===== config.mk =====
export PLATFORM = sky130hd
export DESIGN_NAME = eq_tap_bank
export DESIGN_NICKNAME = d
export VERILOG_FILES = /design/src/rtl/eq_tap_bank.sv
export SDC_FILE = /design/constraint.sdc
export NUM_CORES = 1
export LEC_CHECK = 0
export ABC_AREA = 0
export BUFFER_PORTS_ARGS = -buffer_cell sky130_fd_sc_hd__buf_4
export CAP_MARGIN = 20
export CORE_ASPECT_RATIO = 2
export CORE_MARGIN = 3
export CORE_UTILIZATION = 50
export CTS_BUF_LIST = sky130_fd_sc_hd__clkbuf_16
export CTS_CLUSTER_DIAMETER = 120
export DETAILED_ROUTE_END_ITERATION = 8
export HOLD_SLACK_MARGIN = 0.08
export PLACE_DENSITY = 0.79
export SETUP_SLACK_MARGIN = 0.1
export SLEW_MARGIN = 5
export SYNTH_ARGS = -nofsm -noshare
export SYNTH_HDL_FRONTEND = slang
export SYNTH_SLANG_ARGS = --single-unit

===== constraint.sdc =====
create_clock -name clk -period 2.7 [get_ports clk]
set_clock_uncertainty 0.05 [all_clocks]
set_input_delay 0.54 -clock clk [delete_from_list [all_inputs] [get_ports clk]]
set_output_delay 0.54 -clock clk [all_outputs]
set_load 0.1 [all_outputs]

===== src/rtl/eq_tap_bank.sv =====
// eq_tap_bank: builds one band's ramp coefficients (tap k = k * gain) a tap per cycle into
// a shadow bank, then commits them atomically. Define TAP_SAT_EN to clamp taps at the rails.
module eq_tap_bank #(
    parameter int  NBANDS = 4,
    parameter int  NTAPS  = 8,
    parameter int  TAP_W  = 16,
    parameter int  GAIN_W = 8,
    localparam int BAND_W = (NBANDS > 1) ? $clog2(NBANDS) : 1
) (
    input  logic                          clk,
    input  logic                          reset,
    input  logic                          eq_valid,
    output logic                          eq_ready,
    input  logic [BAND_W-1:0]             eq_band,
    input  logic [GAIN_W-1:0]             eq_gain,
    output logic [NBANDS*NTAPS*TAP_W-1:0] allTaps,
    output logic [NBANDS-1:0]             taps_upd
);

    localparam int             K_W    = $clog2(NTAPS);
    localparam logic [K_W-1:0] K_LAST = K_W'(NTAPS - 1);

    typedef enum logic [1:0] {
        IDLE,
        BUILD,
        COMMIT
    } state_t;

    state_t state;
    state_t state_next;

    logic [BAND_W-1:0]       band_q;
    logic [GAIN_W-1:0]       gain_q;
    logic [K_W-1:0]          k;
    logic signed [TAP_W:0]   acc;
    logic signed [TAP_W:0]   acc_next;
    logic signed [TAP_W:0]   gain_ext;
    logic signed [TAP_W:0]   sum;
    logic [TAP_W-1:0]        shadow [NTAPS];
    logic                    handshake;

    assign eq_ready  = (state == IDLE);
    assign handshake = eq_valid && eq_ready;

    // acc carries one guard bit, so a TAP_W-range value plus a sign-extended gain never overflows it.
    assign gain_ext = {{(TAP_W + 1 - GAIN_W){gain_q[GAIN_W-1]}}, gain_q};
    assign sum      = acc + gain_ext;

`ifdef TAP_SAT_EN
    localparam logic signed [TAP_W:0] MAX_TAP = {2'b00, {(TAP_W - 1){1'b1}}};
    localparam logic signed [TAP_W:0] MIN_TAP = {2'b11, {(TAP_W - 1){1'b0}}};

    always_comb begin
        if (sum > MAX_TAP) begin
            acc_next = MAX_TAP;
        end else if (sum < MIN_TAP) begin
            acc_next = MIN_TAP;
        end else begin
            acc_next = sum;
        end
    end
`else
    // Only the low TAP_W bits reach the taps, giving modulo 2^TAP_W wrap.
    assign acc_next = sum;
`endif

    always_ff @(posedge clk or negedge reset) begin
        if (!reset) begin
            state <= IDLE;
        end else begin
            state <= state_next;
        end
    end

    always_comb begin
        // NOTE: next-state defaults to the current state before the case so no path leaves it unassigned (no latch).
        state_next = state;
        case (state)
            IDLE:    if (handshake) state_next = BUILD;
            BUILD:   if (k == K_LAST) state_next = COMMIT;
            COMMIT:  state_next = IDLE;
            default: state_next = IDLE;
        endcase
    end

    always_ff @(posedge clk or negedge reset) begin
        if (!reset) begin
            // NOTE: the shadow bank is reset explicitly so an aborted build can never leak stale taps.
            band_q   <= '0;
            gain_q   <= '0;
            k        <= '0;
            acc      <= '0;
            allTaps  <= '0;
            taps_upd <= '0;
            for (int t = 0; t < NTAPS; t++) begin
                shadow[t] <= '0;
            end
        end else begin
            // NOTE: all register updates use non-blocking assignment so every read sees pre-edge values.
            taps_upd <= '0;
            case (state)
                IDLE: begin
                    if (handshake) begin
                        band_q <= eq_band;
                        gain_q <= eq_gain;
                        k      <= '0;
                        acc    <= '0;
                    end
                end
                BUILD: begin
                    shadow[k] <= acc[TAP_W-1:0];
                    acc       <= acc_next;
                    k         <= k + K_W'(1);
                end
                COMMIT: begin
                    // An out-of-range band matches no slice, so nothing is written or pulsed.
                    for (int b = 0; b < NBANDS; b++) begin
                        if (int'(band_q) == b) begin
                            for (int t = 0; t < NTAPS; t++) begin
                                allTaps[(b*NTAPS + NTAPS - 1 - t)*TAP_W +: TAP_W] <= shadow[t];
                            end
                            taps_upd[b] <= 1'b1;
                        end
                    end
                end
                default: ;
            endcase
        end
    end

endmodule


==> results_dict.tcl <==
set metrics [dict create \
    placementRows 117 \
    synth_edf_count 0 \
    clkTransAtPathRegs_ns 0.07 \
    place_inst 2979 \
    cp_slowest_stage_delay_ns 0.54 \
    critical_path.top_delay_family "compound AO/OA/AOI/OAI gates" \
    clk_path_buf_depth 3 \
    synthSimpleGateAreaFrac_pct 7.17 \
    synth.area.mux_share_pct 22.6 \
    coreArea_um2 50900 \
    effective_utilization_at_floorplan_pct 50.6 \
    top_post_synthesis_cells_by_count "sky130_fd_sc_hd__dfrtp_1 (675), sky130_fd_sc_hd__mux2_2 (508), sky130_fd_sc_hd__nand2_1 (412)" \
    worstPathCellList "ha_1 -> a21o_1 -> a41o_1 -> o31a_1 -> a311oi_2 -> xor2_1 -> o21ai_1" \
    synth_most_common_cell "sky130_fd_sc_hd__dfrtp_1" \
    grt_pass1_vias 18400 \
    die_footprint_um2 54500 \
    flow.area_growth_from_synthesis_pct 26.1 \
    cts.sink_count 675 \
    async_s_r_ff_share_synth_pct 100 \
    synthTopCellsByArea "sky130_fd_sc_hd__dfrtp_1 (65%), sky130_fd_sc_hd__mux2_2 (22%), sky130_fd_sc_hd__nand2_1 (6.0%)" \
    cts_made_buffers 56 \
    setup-tns-final_ns 0 \
    route.final.wire_length_um 74700 \
    clock_insertion_delay_worst_skew_ns 0.59 \
    portion_of_the_post_synthesis_area_used_by_sequential_elements_pct 65.5 \
    stdcell_count 3082 \
    die_height_um 327 \
    grt_setup_unrepaired "no" \
    fp.dieW_um 167 \
    route.detailed.drc 0 \
    gp_routability_congestion 0.836 \
    fill_count 3737 \
    total_via_count_after_detailed_routing 17000 \
    finalCriticalPeriod_ns 2.44 \
    clock_tree.root_cell "sky130_fd_sc_hd__clkbuf_16" \
    synth-xor-area-share_pct 0.407 \
    synth_compound_gate_area_share_pct 1.57 \
    timing.critical_path.to_type "flop" \
    holdCritPathClass "input port to flop" \
    gr-total-overflow 0 \
    critical_path.startpoint_type "flop" \
    post_cts_buffers 0 \
    result_of_the_run "completed" \
    combinational_family_with_the_most_area_after_synthesis "multiplexers" \
    h-tree-depth 2 \
    first_pass_iters 5 \
    finalCritPeriodShare_pct 90.3 \
    yosysWarnings 0 \
    synth-main-ff-cell "sky130_fd_sc_hd__dfrtp_1" \
    finalMaxSlewViolations 0 \
    setup_violations_final 0 \
    detailed_place_hpwl_um 50700 \
    highest_clock_rate_mhz 410 \
    mappedNetlistNets 1866 \
    detail_route.vias_per_cell 5.51 \
    wl_per_cell_um 24.2 \
    timing.critical_path.slowest_stage_cell "sky130_fd_sc_hd__dfrtp_1" \
    synth_top_area_cell "sky130_fd_sc_hd__dfrtp_1" \
    worst-endpoint-arrival_ns 2.87 \
    port_buffers 529 \
    cp_num_buf_inv 0 \
    synthDominantCellAreaShare_pct 65.5 \
    synth_seq_cells 675 \
    antenna_left 0 \
    io_pins 530 \
    cells_after_synth 1835 \
    hold_viol 0 \
    adder_cell_area_share_of_the_yosys_netlist_pct 0.902 \
    antenna_found_initial 2 \
    worst_margin_slew_ns 0.825 \
    cts.hold.buffers_added 1 \
    max_cap_viol_count 0 \
    tritoncts "built" \
    grt_util_all_layers_pct 26.9 \
    grt_max_degree 129 \
    final_util_pct 63.9 \
    post_route_cells_drive_above_1_share_pct 48.5 \
    worst_slew_margin_rel_pct 45.0 \
    timing.critical_path.fanout_max 10 \
    synth.cell_area_um2 25800 \
    cts_resized 0 \
    syn_avg_cell_area_um2 14.1 \
    synth.lib_cells_used.distinct 53 \
    grt_pass1_wl_um 113000 \
    dr.first_iter.drc_count 1072 \
    critPathRequiredTime_ns 3.13 \
    layout.nets 2415 \
    setup.worst_path.class "flop to flop" \
]
through the flow:
step / worst slack [ns] / instance area [um^2] / hold slack [ns]
3_3_place_gp: 0.269 / 30800 / 0.410
6_report: 0.261 / 32500 / 0.131
4_1_cts: 0.295 / 32500 / 0.0900
5_1_grt: 0.126 / 32500 / 0.115
2_1_floorplan: 0.422 / 25800 / 0.194
3_5_place_dp: 0.309 / 30800 / 0.414
cell families after synthesis:
logic type,Yosys count
compound gates,61
simple gates,456
mux,519
xor+xnor,12
buf+inv,94
fa+ha+maj,18
flops,675
path summary, 6_finish.rpt:
check                      slack, ns  cells after the start                  endpoint                     start
setup / recovery                0.26                      7       acc[14]$_DFFE_PN0P_     gain_q[7]$_DFFE_PN0P_
hold / removal                  0.13                      2     gain_q[3]$_DFFE_PN0P_                eq_gain[3]
setup reg to reg                0.26                      7       acc[14]$_DFFE_PN0P_     gain_q[7]$_DFFE_PN0P_
hold reg to reg                 0.43                      2  allTaps[508]$_DFFE_PN0P_  allTaps[508]$_DFFE_PN0P_
max in group asynchronous       1.13                      3  allTaps[141]$_DFFE_PN0P_                     reset
min in group asynchronous       0.47                      2   allTaps[47]$_DFFE_PN0P_                     reset
final cells by class:
cell class                      count  area (um^2)  area share, %
Clock inverter                     44          308          0.946
Sequential cell                   675        16900           51.9
Timing Repair Buffer              580         4590           14.1
Multi-Input combinational cell   1066         8470           26.0
Inverter                            5         21.3         0.0654
Tap cell                          654          818           2.52
Clock buffer                       57         1430           4.38
Antenna cell                        1         2.50        0.00769
per-layer routing:
layer / wire length (um) / vias up / global-route usage (%)
li1: - / 7324 / -
met5: 0 / - / 0
met2: 40100 / 617 / 49.2
met3: 4010 / 176 / 5.01
met1: 26900 / 8871 / 30.5
met4: 3650 / 0 / 12.2
sequential cells by signal (all words and copies together), names as in the netlist:
register / flops
acc: 16
gain_q: 8
k: 3
state: 2
band_q: 2
allTaps: 512
taps_upd: 4
shadow: 128
layout by cell type (no fill, tap or decap), types with 2 or more instances in the layout:
cell,instances
sky130_fd_sc_hd__o21ai_0,23
sky130_fd_sc_hd__a22o_1,3
sky130_fd_sc_hd__a21oi_1,8
sky130_fd_sc_hd__inv_1,18
sky130_fd_sc_hd__buf_4,560
sky130_fd_sc_hd__clkinv_4,2
sky130_fd_sc_hd__mux2_1,10
sky130_fd_sc_hd__nand2b_1,3
sky130_fd_sc_hd__dfrtp_1,675
sky130_fd_sc_hd__clkinv_2,4
sky130_fd_sc_hd__xor2_1,6
sky130_fd_sc_hd__nor3b_4,3
sky130_fd_sc_hd__xnor2_1,6
sky130_fd_sc_hd__o21bai_1,2
sky130_fd_sc_hd__o31ai_1,3
sky130_fd_sc_hd__bufinv_16,4
sky130_fd_sc_hd__a41o_1,2
sky130_fd_sc_hd__inv_8,2
sky130_fd_sc_hd__a21o_1,4
sky130_fd_sc_hd__nand3_1,7
sky130_fd_sc_hd__o211ai_1,3
sky130_fd_sc_hd__mux2_2,508
sky130_fd_sc_hd__nor2b_1,4
sky130_fd_sc_hd__clkbuf_16,57
sky130_fd_sc_hd__nor2_1,6
sky130_fd_sc_hd__nand2_1,412
sky130_fd_sc_hd__ha_1,17
sky130_fd_sc_hd__nand3b_2,2
sky130_fd_sc_hd__o21a_1,3
sky130_fd_sc_hd__clkinvlp_4,2
sky130_fd_sc_hd__clkinv_1,16
sky130_fd_sc_hd__nor3_1,2
sky130_fd_sc_hd__buf_12,18
sky130_fd_sc_hd__and2_1,3
sky130_fd_sc_hd__nor2_2,3
Power is left out: the tool's default activity adds up to more than one toggle a clock period on the data nets, which glitch-free logic cannot reach.
